`src/rtl/rf_wb_arbiter.sv`:
```
// rtl/rf_wb_arbiter.sv - register-file write-port arbiter with round-robin writeback and clear sweep
module rf_wb_arbiter #(
  parameter int DW = 32,
  parameter int AW = 5
) (
  input  logic          inclk,
  input  logic          rstn,
  input  logic          req0_valid,
  input  logic [AW-1:0] req0_addr,
  input  logic [DW-1:0] req0_data,
  output logic          req0_ready,
  input  logic          req1_valid,
  input  logic [AW-1:0] req1_addr,
  input  logic [DW-1:0] req1_data,
  output logic          req1_ready,
  input  logic          clr_req,
  output logic          busy,
  output logic          clr_done,
  output logic          RF_W,
  output logic [AW-1:0] write_addr,
  output logic [DW-1:0] write_data
);

  typedef enum logic {ST_ARB, ST_CLEAR} state_t;

  localparam logic [AW-1:0] FIRST_ADDR = {{(AW-1){1'b0}}, 1'b1};
  localparam logic [AW-1:0] LAST_ADDR  = {AW{1'b1}};

  state_t        state, state_nxt;
  logic [AW-1:0] cnt, cnt_nxt;
  logic          last_grant, last_grant_nxt;
  logic          grant0, grant1;

  always_comb begin
    state_nxt      = state;
    cnt_nxt        = cnt;
    last_grant_nxt = last_grant;
    grant0         = 1'b0;
    grant1         = 1'b0;
    case (state)
      ST_ARB: begin
        if (clr_req) begin
          state_nxt = ST_CLEAR;
          cnt_nxt   = FIRST_ADDR;
        end else begin
          // On a tie, req0 wins only if req1 won last
          grant0 = req0_valid && (!req1_valid || last_grant);
          grant1 = req1_valid && !grant0;
          if (grant0)
            last_grant_nxt = 1'b0;
          else if (grant1)
            last_grant_nxt = 1'b1;
        end
      end
      ST_CLEAR: begin
        if (cnt == LAST_ADDR) begin
          state_nxt = ST_ARB;
          cnt_nxt   = FIRST_ADDR;
        end else begin
          cnt_nxt = cnt + FIRST_ADDR;
        end
      end
      default: state_nxt = ST_ARB;
    endcase
  end

  assign req0_ready = rstn && grant0;
  assign req1_ready = rstn && grant1;
  assign busy       = (state == ST_CLEAR);

  always_ff @(posedge inclk or negedge rstn) begin
    if (!rstn) begin
      state      <= ST_ARB;
      cnt        <= FIRST_ADDR;
      last_grant <= 1'b1;
      RF_W       <= 1'b0;
      write_addr <= '0;
      write_data <= '0;
      clr_done   <= 1'b0;
    end else begin
      state      <= state_nxt;
      cnt        <= cnt_nxt;
      last_grant <= last_grant_nxt;
      RF_W       <= 1'b0;
      clr_done   <= 1'b0;
      if (state == ST_CLEAR) begin
        RF_W       <= 1'b1;
        write_addr <= cnt;
        write_data <= '0;
        clr_done   <= (cnt == LAST_ADDR);
      end else if (grant0) begin
        // x0 transfers are consumed without touching the write port
        if (req0_addr != '0) begin
          RF_W       <= 1'b1;
          write_addr <= req0_addr;
          write_data <= req0_data;
        end
      end else if (grant1) begin
        if (req1_addr != '0) begin
          RF_W       <= 1'b1;
          write_addr <= req1_addr;
          write_data <= req1_data;
        end
      end
    end
  end

endmodule
```
`config.mk`:
```
export PLATFORM = sky130hd
export DESIGN_NAME = rf_wb_arbiter
export DESIGN_NICKNAME = d
export VERILOG_FILES = /design/src/rtl/rf_wb_arbiter.sv
export SDC_FILE = /design/constraint.sdc
export NUM_CORES = 1
export LEC_CHECK = 0
export BUFFER_PORTS_ARGS = -buffer_cell sky130_fd_sc_hd__buf_2
export CAP_MARGIN = 30
export CORE_UTILIZATION = 40
export DETAILED_ROUTE_END_ITERATION = 10
export PLACE_DENSITY = 0.73
export SYNTH_ARGS = -nofsm -noshare
export SYNTH_HDL_FRONTEND = slang
export SYNTH_SLANG_ARGS = --single-unit
```
`constraint.sdc`:
```
create_clock -name inclk -period 4 [get_ports inclk]
set_clock_uncertainty 0.2 [all_clocks]
set_input_delay 0.2 -clock inclk [delete_from_list [all_inputs] [get_ports inclk]]
set_output_delay 0.2 -clock inclk [all_outputs]
set_load 0.02 [all_outputs]
```
=== After elaboration in Yosys (flattened, before gate mapping) ===
Index checks and enable logic that the tools add are counted.

* Register bits after elaboration: 46
* Latch bits: 0
* Bits in writable memories: 0
* Bits in read-only memories: 0
* Output and inout port bits: 42
* Word-level logic and storage cells: 55
* Memories: 0

* $add $sub $neg: 1
* Multipliers: 0
* Divide/modulo/power cells: 0
* $lt $le $gt $ge: 0
* Eq/ne operators: 3
* Shift operators: 0
* Mux-type cells: 28
* Bitwise gates (word level): 2
* Reductions and logical operators: 14

{| class="wikitable"
|+ Operators by type and width
! cell !! count
|-
| $mux 32 || 5
|-
| $mux 5 || 7
|-
| $mux 1 || 14
|-
| $pmux 5 s2 || 1
|-
| $reduce_bool 5->1 || 2
|-
| $reduce_and 3->1 || 2
|-
| $reduce_bool 3->1 || 2
|-
| $add 5x1->5 const B || 1
|-
| $eq 5x5->1 const B || 1
|-
| $logic_and 1x1->1 || 4
|-
| $ne 3x2->1 const B || 1
|-
| $logic_not 1->1 || 2
|-
| $ne 2x2->1 const B || 1
|-
| $not 1->1 || 2
|-
| $pmux 1 s2 || 1
|-
| $reduce_bool 2->1 || 1
|-
| $logic_or 1x1->1 || 1
|}

=== Longest topological paths before layout ===
Gate-level depths: netlist of the first run.

* Depth in word-level cells: 10
* Depth in mapped cells: 7
* Mapped depth without buffers: 7

=== Least setup slack after synthesis of the first run ===
OpenSTA, ideal clock, no wires.

* Kind: reg2reg
* Start point: register state, in the netlist busy
* End point: register write_data[10]
* Library setup time: 0.125 ns
* Arrival time: 1.754 ns
* Data required time: 3.675 ns
* Path slack: 1.921 ns
* Cell stages (with the launch flop): 7
* Path buffers: 2
* Clock period less this slack: 2.079 ns
* Cell sequence: dfrtp_1 -> nor3b_1 -> o211ai_2 -> a22oi_2 -> buf_6 -> buf_6 -> mux2_4

* Longest elaborated chain between the ends: 3
* Elaborated cells on any way between the ends: 8

{| class="wikitable"
|+ Ends and longest elaborated chain
! what !! RTL line !! RTL
|-
| from (decl) || 29 || <nowiki>state_t state, state_nxt;</nowiki>
|-
| from (signal assigned) || 81 || <nowiki>state <= state_nxt;</nowiki>
|-
| $mux 1 || 40 || <nowiki>case (state)</nowiki>
|-
| $ne 3x2->1 (no line), or another cell as far along || - ||
|-
| $reduce_and 3->1 (no line) / $mux 32 (equally long branches) || - ||
|-
| to (signal assigned) || 96 || <nowiki>write_data <= req0_data;</nowiki>
|-
| to (signal assigned) || 102 || <nowiki>write_data <= req1_data;</nowiki>
|-
| to (decl) || 21 || <nowiki>output logic [DW-1:0] write_data</nowiki>
|}

Several ways; a longest one is shown, not always the timed one.
A chain may end at the register's enable or synchronous reset.

=== Worst setup path after layout of the first run ===
* Start point: register state, in the netlist busy
* End point: output port req0_ready

* Longest elaborated chain between the ends: 2

{| class="wikitable"
|+ Ends and longest elaborated chain
! what !! RTL line !! RTL
|-
| $mux 1 || 40 ||
|-
| $logic_and 1x1->1 || 67 || <nowiki>assign req0_ready = rstn && grant0;</nowiki>
|-
| to (decl) || 11 || <nowiki>output logic req0_ready,</nowiki>
|}

No other way between the ends.

==> results.json, run 1 <==
{
  "status": "finished, final reports clean",
  "n_antenna_cell": 0,
  "drc_errors": 0,
  "synth_top_area_frac": 0.4854,
  "slew_headroom": 0.6629,
  "muxShareOfSynthArea": 0.2041,
  "synth-edff-count": 0,
  "finalSetupViolations": 0,
  "row_count": 27,
  "yosysTopAreaCell": "dfrtp_1",
  "synth_area_per_cell_um2": 13.27,
  "syn-num-nets": 252,
  "synthArstFlopShare": 1.000,
  "period_needed_ps": 2768,
  "die_area_um2": 5976,
  "yosys.area_share.simple": 0.04468,
  "final_cells": 362,
  "place_hpwl_mm": 3.934,
  "grt.overflow.total": 0,
  "final_area_um2": 3027,
  "end_kind": "output pin",
  "synth_top_family_by_area": "multiplexers",
  "placed_area_um2": 2934,
  "die_w_um": 77.31,
  "cts_buffers": 5,
  "grt_pass1_vias": 1918,
  "cap_violations": 0,
  "yosysWarnings": 0,
  "synthTopCellsByArea": "dfrtp_1, a22o_1, mux2_4",
  "crit_path_start_kind": "flop",
  "syn_inst": 171,
  "synth.most_common_cell": "dfrtp_1",
  "post_cts_buffers": 0,
  "grt_setup_unrepaired": "false",
  "path_clk_slew_ps": 80,
  "synth_area_um2": 2268,
  "power_density_nw_per_um2": 461.8,
  "timing.final.hold_violations": 0,
  "total_leakage_power_nw": 1.721,
  "peakVddDrop_mv": 0.1946,
  "start_util": 0.4145,
  "fin_util": 0.5530,
  "drt-pass1-iter-count": 7,
  "cts.htree.levels": 2,
  "core-area_um2": 5473,
  "crit_required_ps": 3600,
  "dr.first_iter.drc_count": 110,
  "drive_gt1_frac": 0.5793,
  "gp_congestion": 0.8775,
  "fin_crit_sh": 0.6920,
  "synth_commonest_cells": "dfrtp_1, a22o_1, mux2_2, mux2_4, inv_1",
  "ant_nets": 0,
  "routedWlPerCell_um": 15.07,
  "place_inst": 355,
  "grt_use_total": 0.1879,
  "routed-via-count": 1916,
  "vias_per_cell": 5.293,
  "crit_type": "reg -> out",
  "synthXorXnorAreaFrac": 0.003861,
  "hold_buffers": 1,
  "ioPinCount": 121,
  "cts_tree": "yes",
  "cp_max_fo": 31,
  "port_buffers": 120,
  "seq_area_frac_synth": 0.5085,
  "clkLatencyLatePin_ps": 290,
  "numClockSinks": 46,
  "max_freq_mhz": 361.3,
  "synth_compound_area_frac": 0.1820,
  "nNetsFinal": 372,
  "area_delta_synth_final_pct": 33.43,
  "tns_ps": 0,
  "grt_pass1_wl_mm": 8.749,
  "cp_data_arrival_time_ps": 2370,
  "clockBufferDepth": 2,
  "tightest_slew_ps": 505.7,
  "grt_max_degree": 38,
  "cts-root-buf": "clkbuf_8",
  "chipHeight_um": 77.31,
  "antenna_found_initial": 0,
  "synthAdderAreaFrac": 0.01103,
  "ys_types": 31,
  "final_max_slew_viol_count": 0,
  "routed_wl_mm": 5.455,
  "hp-class": "in -> reg",
  "post_cts_resized": 0,
  "ys_seq_elements": 46,
  "synthFlopType": "dfrtp_1"
}
## path summary, 6_finish.rpt
path | startpoint | end | slack [ps] | cells past startpoint
worst max-delay path | busy | req0_ready | 1230 | 5
max in group asynchronous | rstn | cnt[4] | 2750 | 3
worst max register to register | busy | write_data[25] | 1530 | 5
worst min register to register | write_data[18] | write_data[18] | 310 | 1
min in group asynchronous | rstn | write_data[28] | 110 | 2
worst min-delay path | req1_addr[0] | write_addr[0] | 40 | 3
## power breakdown
group | switching, mW | internal [mW] | total, mW
registers | 0.0753 | 0.565 | 0.641
clock network | 0.141 | 0.133 | 0.274
logic | 0.251 | 0.232 | 0.483
## metrics by stage
step | worst slack, ps | hold WS [ps] | total power, mW
finish | 1232 | 35.22 | 1.398
global route | 1046 | 39.86 | 1.480
CTS | 1210 | 24.00 | 1.412
detailed placement | 1552 | -97.16 | 1.131
global placement | 1628 | -103.3 | 1.119
floorplan | 1921 | -295.6 | 0.9616
## worst max-delay path, cell delays in order (launching register included)
cell and delay (ps):
dfrtp_1 560, nor2_1 350, and3_1 440, buf_4 400
and2_1 170, buf_2 150
## flip-flops by register name (all words and copies together) (netlist names)
name	count
cnt	5
busy	1
last_grant	1
clr_done	1
write_addr	5
RF_W	1
write_data	32
## cell type report
type	instances	area (um^2)
clock buffers	6	82.58
fillers	487	2446
inverters	7	26.28
multi-input cells	105	1026
flip-flops and latches	46	1154
well taps	72	90.09
repair buffers	126	648.1
## layer usage
metal | vias up | wire, um | global-route usage
met1 | 934 | 2172 | 0.2210
met2 | 85 | 2862 | 0.3265
met5 | - | 0 | 0
met3 | 7 | 354 | 0.04762
met4 | 0 | 65 | 0.07170
li1 | 890 | - | -
## placed cells by master (no fill, tap or decap)
cell             n
a222oi_1         5
a22o_1          34
a22oi_2          1
a31oi_1          1
a31oi_4          1
and2_1           2
and3_1           3
buf_2          120
buf_4            5
clkbuf_8         6
dfrtp_1         44
dfstp_2          2
dlygate4sd3_1    1
ha_1             2
inv_1            7
mux2_2          18
mux2_4          14
mux2i_1          5
nand2_1          2
nand2b_1         2
nand3_1          1
nor2_1           3
nor2b_1          1
nor3_1           1
nor3b_1          1
o211ai_2         1
o21ai_0          2
o31ai_1          1
o32a_1           1
or4_1            2
xnor2_1          1
## cell families (layout without fill, tap and decap cells)
kind of cell | Yosys count | in the layout
compound gates | 47 | 47
xor+xnor | 1 | 1
fa+ha+maj | 2 | 2
buf+inv | 20 | 139
flops | 46 | 46
mux | 37 | 37
simple gates | 18 | 18
(Power assumes the default switching activity.)
==> run 2: changes to the inputs <==
- clock period: 4 -> 2.71 ns (I/O delays scaled with it)
==> run 2 against run 1 <==
Net effect: flip-flop and latch count is the same; critical endpoint is now write_data[16]; count of clock-buffer cells in the layout is the same; via count grew 13%; largest cell class is now non-clock buffers.
==> results.json, run 2 (synthesized netlist as in run 1, its figures left out) <==
{
  "status": "finished, final reports clean",
  "vias_per_cell": 5.058,
  "grt_setup_unrepaired": "false",
  "crit_required_ps": 2750,
  "final_cells": 429,
  "regToRegStartpoint": "last_grant",
  "grt_pass1_vias": 2217,
  "crit_path_top_delay_cell": "dlygate4sd3_1",
  "max_freq_mhz": 399.4,
  "area_delta_synth_final_pct": 64.92,
  "antenna_found_initial": 0,
  "slew_headroom": 0.6660,
  "drive_gt1_frac": 0.4818,
  "grt_use_total": 0.2221,
  "die_area_um2": 5976,
  "fin_crit_sh": 0.9238,
  "tns_ps": 0,
  "timing.final.hold_violations": 0,
  "cts_tree": "yes",
  "cp_max_fo": 38,
  "grt_pass1_wl_mm": 10.23,
  "peakVddDrop_mv": 0.3026,
  "cap_violations": 0,
  "ant_nets": 0,
  "fin_util": 0.6836,
  "critPathMostFrequentCell": "dlygate4sd3_1",
  "largest_register_ffs": 32,
  "gp_congestion": 0.7957,
  "chipHeight_um": 77.31,
  "grt_max_degree": 39,
  "clkLatencyLatePin_ps": 290,
  "die_w_um": 77.31,
  "place_inst": 356,
  "nNetsFinal": 437,
  "row_count": 27,
  "period_needed_ps": 2503,
  "finalSetupViolations": 0,
  "path_cells": "dlygate4sd3_1 -> buf_2 -> nor2_2 -> and3_1 -> buf_6 -> a22o_1 -> dlygate4sd3_1 -> mux2_4",
  "numClockSinks": 46,
  "crit_type": "in -> reg",
  "routed_wl_mm": 6.355,
  "reg_top3": "write_data: 32 flops, cnt: 5 flops, write_addr: 5 flops",
  "cts.htree.levels": 2,
  "crit_path_start_kind": "primary input",
  "routedWlPerCell_um": 14.81,
  "path_clk_slew_ps": 80,
  "start_util": 0.4145,
  "final_max_slew_viol_count": 0,
  "regMostFlops": "write_data",
  "drc_errors": 0,
  "cts_buffers": 5,
  "grt.overflow.total": 0,
  "hp-class": "in -> reg",
  "routed-via-count": 2170,
  "total_leakage_power_nw": 2.085,
  "end_kind": "flop",
  "power_density_nw_per_um2": 648.4,
  "core-area_um2": 5473,
  "dr.first_iter.drc_count": 106,
  "port_buffers": 120,
  "whs_ps": 4.828,
  "tightest_slew_ps": 500.9,
  "n_antenna_cell": 0,
  "place_hpwl_mm": 3.770,
  "drt-pass1-iter-count": 5,
  "cpPeakStageDelay_ps": 560,
  "startpoint": "clr_req",
  "cts-root-buf": "clkbuf_8",
  "worstHoldPathCells": 3,
  "mostFrequentLayoutCell": "buf_2",
  "mostFrequentLayoutCells": "buf_2, dlygate4sd3_1, dfrtp_1, a22o_1, mux2_2",
  "clockBufferDepth": 2,
  "ioPinCount": 121,
  "cp_data_arrival_time_ps": 2540,
  "hold_path_startpoint": "req1_data[23]",
  "reg2regPathDepth": 6
}
[run 2: changes by cell type in the layout (fill, tap and decap cells not counted)]
cell / before / now
buf_6: 0 / 1
bufinv_16: 0 / 2
dlygate4sd3_1: 1 / 65
nor2_1: 3 / 2
nor2_2: 0 / 1
[run 2: timing repair]
| item | 4_1_cts | 5_1_grt |
|---|---|---|
| hold buffers | 64 | 1 |
| endpoints found under the setup margin | 0 | 29 |
| hold endpoints to repair | 55 | 1 |
| gates resized for setup | 0 | 2 |
| setup buffers | 0 | 0 |
[run 2: per-stage QoR]
step / setup WS, ps / power, mW / area (um^2)
finish: 206.5 / 2.426 / 3741
global route: 81.05 / 2.569 / 3741
CTS: 51.21 / 2.435 / 3725
detailed placement: 489.5 / 1.668 / 2942
global placement: 569.1 / 1.649 / 2942
floorplan: 631.1 / 1.419 / 2268
[run 2: report_power, final]
group	switching (mW)	internal, mW
logic	0.403	0.472
clock network	0.223	0.393
registers	0.100	0.835
total	0.726	1.70
[run 2: path summary, 6_finish.rpt]
| check | to | slack, ps |
|---|---|---|
| worst min register to register | write_data[26] | 310 |
| worst max-delay path | write_data[16] | 210 |
| max in group asynchronous | write_data[12] | 1430 |
| worst min-delay path | write_data[23] | 5 |
| worst max register to register | write_data[16] | 240 |
| min in group asynchronous | write_data[22] | 150 |
[run 2: final cells by class]
type                    instances  area, um^2
multi-input cells             105        1028
clock buffers                   6       82.58
fillers                       405        1732
flip-flops and latches         46        1154
inverters                       7       26.28
clock inverters                 2       60.06
repair buffers                191        1300
well taps                      72       90.09
[run 2: routing by layer]
layer,GRT usage,up-vias,routed length (um)
met3,0.04524,9,306
li1,-,1024,-
met2,0.4142,82,3538
met4,0.08113,0,100
met5,0,-,0
met1,0.2454,1055,2409
[run 2: critical path: cells and delay by family]
family	cells	cell delay (ps)
AO/OA/AOI/OAI	1	200
buffers and inverters	4	1540
multiplexers	1	140
AND/OR/NAND/NOR	2	510
